File: src/rtl/cpu_boot_ctrl.sv
// Program loader and run controller for the single-cycle RISC-V core.
// Streams a little-endian word image into imem, then runs the core until ebreak or timeout.
module cpu_boot_ctrl #(
    parameter int IMEM_WORDS = 512,
    parameter int ADDR_W     = 9,
    parameter int TIMEOUT    = 1000000
) (
    input  logic              clk,
    input  logic              reset,
    input  logic              rx_valid,
    input  logic [7:0]        rx_data,
    output logic              rx_ready,
    input  logic              reload,
    input  logic              run_again,
    output logic              cpu_reset,
    input  logic [31:0]       cpu_instr,
    output logic              imem_we,
    output logic [ADDR_W-1:0] imem_addr,
    output logic [31:0]       imem_wdata,
    output logic [31:0]       run_cycles,
    output logic              busy,
    output logic              done,
    output logic              error
);

    typedef enum logic [2:0] {
        S_HDR0 = 3'd0,
        S_HDR1 = 3'd1,
        S_LOAD = 3'd2,
        S_RUN  = 3'd3,
        S_DONE = 3'd4,
        S_ERR  = 3'd5
    } state_e;

    localparam logic [31:0] EBREAK       = 32'h0010_0073;
    localparam logic [31:0] TIMEOUT_LAST = 32'(TIMEOUT - 1);
    localparam logic [16:0] MAX_COUNT    = 17'(IMEM_WORDS);

    state_e              state_q, state_d;
    logic [15:0]         count_q, count_d;
    logic [15:0]         word_idx_q, word_idx_d;
    logic [1:0]          lane_q, lane_d;
    logic [23:0]         word_q, word_d;
    logic                imem_we_q, imem_we_d;
    logic [ADDR_W-1:0]   imem_addr_q, imem_addr_d;
    logic [31:0]         imem_wdata_q, imem_wdata_d;
    logic [31:0]         run_cycles_q, run_cycles_d;
    logic                byte_acc;

    assign rx_ready  = (state_q == S_HDR0) || (state_q == S_HDR1) || (state_q == S_LOAD);
    assign byte_acc  = rx_valid && rx_ready;
    assign cpu_reset = (state_q != S_RUN);
    assign busy      = (state_q == S_LOAD) || (state_q == S_RUN);
    assign done      = (state_q == S_DONE);
    assign error     = (state_q == S_ERR);

    assign imem_we    = imem_we_q;
    assign imem_addr  = imem_addr_q;
    assign imem_wdata = imem_wdata_q;
    assign run_cycles = run_cycles_q;

    always_comb begin
        state_d      = state_q;
        count_d      = count_q;
        word_idx_d   = word_idx_q;
        lane_d       = lane_q;
        word_d       = word_q;
        imem_we_d    = 1'b0;
        imem_addr_d  = imem_addr_q;
        imem_wdata_d = imem_wdata_q;
        run_cycles_d = run_cycles_q;

        case (state_q)
            S_HDR0: begin
                if (byte_acc) begin
                    count_d = {count_q[15:8], rx_data};
                    state_d = S_HDR1;
                end
            end
            S_HDR1: begin
                if (byte_acc) begin
                    count_d = {rx_data, count_q[7:0]};
                    if ((count_d == 16'd0) || ({1'b0, count_d} > MAX_COUNT)) begin
                        state_d = S_ERR;
                    end else begin
                        state_d    = S_LOAD;
                        word_idx_d = 16'd0;
                        lane_d     = 2'd0;
                    end
                end
            end
            S_LOAD: begin
                // Leave only once the final write is on the port, so the
                // core's first fetch sees fully written memory.
                if (imem_we_q && (word_idx_q == count_q)) begin
                    state_d      = S_RUN;
                    run_cycles_d = 32'd0;
                end else if (byte_acc) begin
                    case (lane_q)
                        2'd0: word_d[7:0]   = rx_data;
                        2'd1: word_d[15:8]  = rx_data;
                        2'd2: word_d[23:16] = rx_data;
                        default: begin
                            imem_we_d    = 1'b1;
                            imem_addr_d  = word_idx_q[ADDR_W-1:0];
                            imem_wdata_d = {rx_data, word_q};
                            word_idx_d   = word_idx_q + 16'd1;
                        end
                    endcase
                    lane_d = lane_q + 2'd1;
                end
            end
            S_RUN: begin
                run_cycles_d = run_cycles_q + 32'd1;
                if (cpu_instr == EBREAK) begin
                    state_d = S_DONE;
                end else if (run_cycles_q == TIMEOUT_LAST) begin
                    state_d = S_ERR;
                end
            end
            S_DONE: begin
                if (run_again) begin
                    state_d      = S_RUN;
                    run_cycles_d = 32'd0;
                end
            end
            S_ERR: begin
                state_d = S_ERR;
            end
            default: begin
                state_d = S_HDR0;
            end
        endcase

        // reload beats everything, including a write that would issue this cycle.
        if (reload) begin
            state_d      = S_HDR0;
            imem_we_d    = 1'b0;
            imem_addr_d  = imem_addr_q;
            imem_wdata_d = imem_wdata_q;
        end
    end

    always_ff @(posedge clk) begin
        if (!reset) begin
            state_q      <= S_HDR0;
            count_q      <= 16'd0;
            word_idx_q   <= 16'd0;
            lane_q       <= 2'd0;
            word_q       <= 24'd0;
            imem_we_q    <= 1'b0;
            imem_addr_q  <= '0;
            imem_wdata_q <= 32'd0;
            run_cycles_q <= 32'd0;
        end else begin
            state_q      <= state_d;
            count_q      <= count_d;
            word_idx_q   <= word_idx_d;
            lane_q       <= lane_d;
            word_q       <= word_d;
            imem_we_q    <= imem_we_d;
            imem_addr_q  <= imem_addr_d;
            imem_wdata_q <= imem_wdata_d;
            run_cycles_q <= run_cycles_d;
        end
    end

endmodule

File: config.mk
export PLATFORM = sky130hd
export DESIGN_NAME = cpu_boot_ctrl
export DESIGN_NICKNAME = d
export VERILOG_FILES = /design/src/rtl/cpu_boot_ctrl.sv
export SDC_FILE = /design/constraint.sdc
export NUM_CORES = 1
export LEC_CHECK = 0
export BUFFER_PORTS_ARGS = -buffer_cell sky130_fd_sc_hd__buf_2
export CAP_MARGIN = 5
export CORE_MARGIN = 2
export CORE_UTILIZATION = 56
export DETAILED_ROUTE_END_ITERATION = 6
export GPL_ROUTABILITY_DRIVEN = 0
export PLACE_DENSITY = 0.81
export SLEW_MARGIN = 20
export SYNTH_ARGS = -nofsm -noshare
export SYNTH_HDL_FRONTEND = slang
export SYNTH_SLANG_ARGS = --single-unit
File: constraint.sdc
create_clock -name clk -period 2.65 [get_ports clk]
set_clock_uncertainty 0.2 [all_clocks]
set_input_delay 0.1325 -clock clk [delete_from_list [all_inputs] [get_ports clk]]
set_output_delay 0.1325 -clock clk [all_outputs]
set_load 0.05 [all_outputs]
==> results.tsv, run 1 <==
metric	value	unit
outcome	finished clean	
dpl cell area	0.00733	mm²
top_reg_cell synth	dfxtp_1	
top post-synthesis cells by area	dfxtp_1 42%, nand2_1 7.2%, a21oi_1 5.8%, nand3_1 5.5%, o21ai_0 5.1%	
routed len/inst	17.4	µm
CTS tree	done	
DR iter-0 viols	925	
VDD IR max	612	µV
first-pass GRT wire length	30.6	mm
pre-CTS setup slack	0.0189	ns
Seq/Total Area, Yosys	41.5	%
vias per std cell	6.28	
Synth Area in Simple Gates	29.1	%
final std cells w/o fill	1103	
Mapped Nets	865	
initial core utilization	57.2	%
cts bufs inserted	17	
Post-synth top cells	135 x dfxtp_1, 124 x nand2_1, 76 x a21oi_1, 71 x nand3_1, 66 x o21ai_0	
hold crit path type	in2reg	
family with the most delay on the worst path	simple AND/OR/NAND/NOR gates	
Cell variety after synth	57	
register bit total from synthesis	135	
mux contribution to synthesized area	0.769	%
post-synthesis adder-cell area fraction	1.15	%
Site Rows	39	
Final Cycle Share	94.4	%
leak pwr	0.00317	µW
xor and xnor area share after synthesis	2.42	%
final setup margin	0.149	ns
Synth Cell Area	0.00651	mm²
nets	998	
Routed Antenna Nets	0	
Slew headroom	58.4	%
Design Area, Final	0.00820	mm²
clock sink count	135	
Max Root-Sink Buffers	2	
EDFF count, synth	0	
antenna violations before repair	0	
Total Wirelength	19.2	mm
gr usage total	29.6	%
Max Fanout on Critical Path	32	
Achievable Freq	400	MHz
max cap viols	0	
top cell type's share of synthesized area	41.5	%
Syn Inst Count	814	
CP startpoint kind	flip-flop	
Critical Path AT	2.65	ns
Req. time, crit path	2.80	ns
pin count of the biggest net entering global routing	76	
buffers plus inverters on the worst setup path	1	
layout cells sized above 1	22.2	%
Max stage delay cell, worst path	or4_1	
largest family of logic cells by synthesized area	simple AND/OR/NAND/NOR gates	
count leader, synth	dfxtp_1	
critical path type	reg2reg	
vias in the first global route	6173	
placed cells	1056	
Die H	112	µm
Remaining DRCs	0	
Tightest Pin Transition	0.619	ns
Hold Slack	0.214	ns
clk root buf	clkbuf_16	
Die W	112	µm
clk_lat worst skew	0.43	ns
max-slew violation count	0	
minimum clock period	2.50	ns
slowest cell delay on critical path	0.50	ns
Ports	124	
Die ar.	0.0125	mm²
Critical Path, Cell by Cell	xor2_1 -> nor4_2 -> and4b_2 -> a21oi_4 -> buf_16 -> or4_1 -> a21oi_1	
area leader, netlist	dfxtp_1	
Pwr per Cell Area	603	mW/mm²
setup violators final	0	
ys async rst share	0	%
Synth Area per Inst	7.99	µm²
DR vias	6924	
Port Buffers	123	
Synth Warn #	0	
Worst-path clk slew	0.06	ns
diode count	0	
fillcell total	869	
post-synthesis compound-gate area fraction	19.6	%
H-tree depth	4	
First-pass DRT Iterations	5	
Hold Vio Cnt, Final	0	
detailed placer's ending HPWL	12.1	mm
Core Area	0.0114	mm²
crit end category	flip-flop	
Syn-to-layout area delta	26.0	%
total gr overflow	0	
[registers in the layout, indices dropped and copies added (netlist names)]
| signal | count |
|---|---|
| count_q | 16 |
| imem_addr | 9 |
| lane_q | 2 |
| imem_we | 1 |
| word_idx_q | 16 |
| word_q | 24 |
| state_q | 3 |
| run_cycles | 32 |
| imem_wdata | 32 |
[what timing repair did]
action	CTS	global route
gates cloned	0	1
hold endpoints to repair	55	0
gates resized for setup	1	8
endpoints found under the setup margin	1	31
hold buffers	12	0
pin swaps	0	3
setup buffers	0	1
[worst min-delay path: stages]
cell and delay (ns):
buf_2 0.07, nor4_1 0.04, nand4_1 0.08, nor2_1 0.05, nor3_1 0.33, a311oi_1 0.07
[through the flow]
| step | util [%] | total power, µW | setup TNS (ns) |
|---|---|---|---|
| floorplan | - | 2250 | 0 |
| finish | 72.1 | 4950 | 0 |
| CTS | 71.3 | 4920 | -0.00714 |
| global route | 72.1 | 5070 | -0.00204 |
| detailed placement | 64.5 | 2340 | 0 |
| global placement | 64.5 | 2340 | 0 |
[logic make-up (layout without fill, tap and decap cells)]
logic type | count (synthesis) | in the layout
compound gates | 214 | 215
xor+xnor | 18 | 18
simple gates | 361 | 361
buf+inv | 75 | 220
flops | 135 | 135
fa+ha+maj | 6 | 6
mux | 5 | 5
[metal layers]
| layer | vias to the layer above | part of all wire [%] | global-route usage, % |
|---|---|---|---|
| li1 | 3280 | - | - |
| met1 | 3243 | 42 | 39.6 |
| met2 | 354 | 48 | 47.1 |
| met3 | 47 | 7.9 | 7.46 |
| met4 | 0 | 1.9 | 9.63 |
| met5 | - | 0 | 0 |
[cells in the final DEF (no fill, tap or decap), types with 17 or more instances in the layout]
master / synthesis / layout
dfxtp_1: 135 / 134
nand4_1: 31 / 31
nand3_1: 71 / 71
a21oi_1: 76 / 76
clkbuf_16: 0 / 17
nand2_1: 124 / 124
o21ai_0: 66 / 65
nor2_1: 19 / 19
nor4_1: 19 / 17
buf_4: 1 / 37
or3_1: 20 / 20
or4_1: 19 / 19
o31ai_1: 38 / 38
buf_2: 12 / 123
[worst paths after layout]
path                       start             end  slack (ns)  cells past startpoint
hold reg to reg       word_q[11]  imem_wdata[11]        0.26                      2
hold / removal     cpu_instr[25]      state_q[2]        0.21                      6
setup / recovery  word_idx_q[13]  run_cycles[28]        0.15                      7
setup reg to reg  word_idx_q[13]  run_cycles[28]        0.15                      7
[layout make-up]
type	instances	area, µm²	share of cell area, %
clock buffers	23	488	5.95
repair buffers	176	1090	13.3
flip-flops and latches	135	2700	33.0
inverters	12	45.0	0.550
multi-input cells	605	3530	43.0
well taps	143	179	2.18
clock inverters	9	161	1.97
[report_power, final]
| group | internal [µW] | switching, µW | total, µW |
|---|---|---|---|
| Clock | 1690 | 918 | 2600 |
| Sequential | 2040 | 14.6 | 2060 |
| Combinational | 104 | 179 | 283 |
| Total | 3830 | 1110 | 4950 |
No activity file was read; power rests on OpenSTA's default activity.
==> run 2, diff against run 1 <==
--- a/config.mk
+++ b/config.mk
@@ -8,10 +8,11 @@
 export BUFFER_PORTS_ARGS = -buffer_cell sky130_fd_sc_hd__buf_2
 export CAP_MARGIN = 5
 export CORE_MARGIN = 2
-export CORE_UTILIZATION = 56
+export CORE_UTILIZATION = 50
 export DETAILED_ROUTE_END_ITERATION = 6
 export GPL_ROUTABILITY_DRIVEN = 0
-export PLACE_DENSITY = 0.81
+export MAX_ROUTING_LAYER = met4
+export PLACE_DENSITY = 0.76
 export SLEW_MARGIN = 20
 export SYNTH_ARGS = -nofsm -noshare
 export SYNTH_HDL_FRONTEND = slang
==> constraint.sdc (replaced) <==
create_clock -name clk -period 2.2 [get_ports clk]
set_clock_uncertainty 0.2 [all_clocks]
set_input_delay 0.11 -clock clk [delete_from_list [all_inputs] [get_ports clk]]
set_output_delay 0.11 -clock clk [all_outputs]
set_load 0.05 [all_outputs]
==> results.tsv, run 2 (synthesis results as in run 1) <==
metric	value	unit	change
outcome	complete, but fails checks		
failing checks	DRC, setup timing		
setup violators final	118		+118
Max stage delay cell, worst path	nor4b_2		
pre-CTS setup slack	-0.213	ns	-0.232 ns
Req. time, crit path	2.36	ns	-0.44 ns
CP startpoint kind	flip-flop		
Achievable Freq	323	MHz	-19%
clk root buf	clkbuf_16		
CTS tree	done		
clk_lat worst skew	0.44	ns	about the same
crit end category	flip-flop		
Syn-to-layout area delta	51.6	%	
placed cells	1134		+7.4%
first-pass GRT wire length	36.8	mm	+20%
Total Wirelength	28.5	mm	+48%
Site Rows	41		+5.1%
Max Fanout on Critical Path	8		-75%
RSZ-0062 raised after global routing	true		
detailed placer's ending HPWL	13.3	mm	+9.5%
Worst-path clk slew	0.06	ns	about the same
DR iter-0 viols	1313		+42%
diode count	0		unchanged
Core Area	0.0127	mm²	+11%
antenna violations before repair	0		unchanged
hold crit path type	in2reg		
initial core utilization	51.3	%	-5.9 points
Pwr per Cell Area	588	mW/mm²	-2.5%
Die W	118	µm	+5.6%
gr usage total	33.7	%	+4.1 points
Port Buffers	123		unchanged
clock sink count	135		unchanged
Ports	124		unchanged
layout cells sized above 1	44.0	%	+22 points
vias per std cell	6.88		+9.5%
vias in the first global route	7252		+17%
max-slew violation count	0		unchanged
minimum clock period	3.10	ns	+0.600 ns
DR vias	8312		+20%
R2R Setup Slk	-0.90	ns	-1.05 ns
leak pwr	0.00376	µW	+19%
hold endpoint	imem_addr[4]		
Hold Vio Cnt, Final	0		unchanged
VDD IR max	556	µV	-9.2%
worst min-delay path startpoint	reset		
pin count of the biggest net entering global routing	92		+21%
slowest cell delay on critical path	0.63	ns	+0.13 ns
critical path startpoint	word_idx_q[11]		
max cap viols	0		unchanged
most common cell after layout, fill and taps aside	buf_2		
Routed Antenna Nets	0		unchanged
most frequent cells in the layout	123 x buf_2, 119 x nand2_1, 91 x dfxtp_1, 83 x buf_4, 51 x a21oi_1		
reg2reg end	imem_wdata[25]		
cell count of the worst reg-to-reg path	9		+2
Die H	118	µm	+5.6%
total gr overflow	0		unchanged
Max Root-Sink Buffers	2		unchanged
Die ar.	0.0139	mm²	+12%
Final Cycle Share	141	%	+47 points
hold depth	4		-2
Power Total	5800	µW	+17%
Tightest Pin Transition	0.626	ns	+0.00641 ns
H-tree depth	4		unchanged
cts bufs inserted	17		unchanged
First-pass DRT Iterations	7		+2
RR Startpoint	word_idx_q[11]		
Slew headroom	58.2	%	-0.24 points
nets	1077		+7.9%
Remaining DRCs	48		+48
final setup margin	-0.900	ns	-1.05 ns
routed len/inst	23.5	µm	+35%
critical path type	reg2reg		
Critical Path AT	3.26	ns	+0.61 ns
Critical Path, Cell by Cell	xnor2_1 -> nor4b_2 -> nand4b_1 -> o211ai_1 -> buf_4 -> buf_8 -> buf_12 -> nand3_2 -> o21ai_1		
final std cells w/o fill	1209		+9.6%
==> run 2: power breakdown <==
part | total (µW) | switching [µW] | internal, µW
clock network | 2790 | 1110 | 1680
logic | 519 | 311 | 209
registers | 2490 | 27.1 | 2460
==> run 2: worst max-delay path by stage <==
stage / cells past startpoint / endpoint / slack, ns
2_1_floorplan: 8 / run_cycles[5] / -0.06
3_3_place_gp: 8 / imem_wdata[14] / -0.17
6_report: 9 / imem_wdata[25] / -0.90
3_5_place_dp: 8 / imem_wdata[6] / -0.21
5_1_grt: 9 / imem_wdata[14] / -0.97
4_1_cts: 9 / run_cycles[25] / -0.20
==> run 2: worst max-delay path, delay by kind of cell (launching register included) <==
| kind | cells | cell delay (ns) |
|---|---|---|
| AO/OA/AOI/OAI | 2 | 0.49 |
| XOR/XNOR | 1 | 0.50 |
| flip-flops | 1 | 0.33 |
| AND/OR/NAND/NOR | 3 | 0.97 |
| buffers and inverters | 3 | 0.53 |
==> run 2: cell type report <==
cell class / instances / area, µm²
tap: 172 / 215
timing repair buffer: 255 / 1990
inverter: 12 / 45.0
clock buffer: 22 / 454
clock inverter: 8 / 100
multi-input combinational: 605 / 4290
sequential: 135 / 2770
fill: 722 / 2810
==> run 2: what timing repair did <==
action	4_1_cts	5_1_grt
gates resized for setup	71	161
setup endpoints to repair	114	118
pin swaps	24	78
hold buffers	11	0
buffers inserted	20	9
hold endpoints to repair	51	0
cloned	10	5
==> run 2: through the flow <==
step | TNS (ns) | hold WS, ns | utilization [%] | instance area (µm²)
3_3_place_gp | -9.95 | 0.241 | 62.5 | 7920
6_report | -75.91 | 0.0380 | 77.8 | 9860
4_1_cts | -12.39 | 0.0505 | 73.2 | 9280
5_1_grt | -84.75 | 0.110 | 77.8 | 9860
3_5_place_dp | -12.77 | 0.246 | 62.5 | 7920
2_1_floorplan | -1.27 | 0.0460 | - | 6670
==> run 2: metal layers <==
layer	share of wire [%]	global-route usage [%]
met2	45	53.8
met3	12	8.67
met4	8.0	16.6
met5	0	-
met1	35	39.3
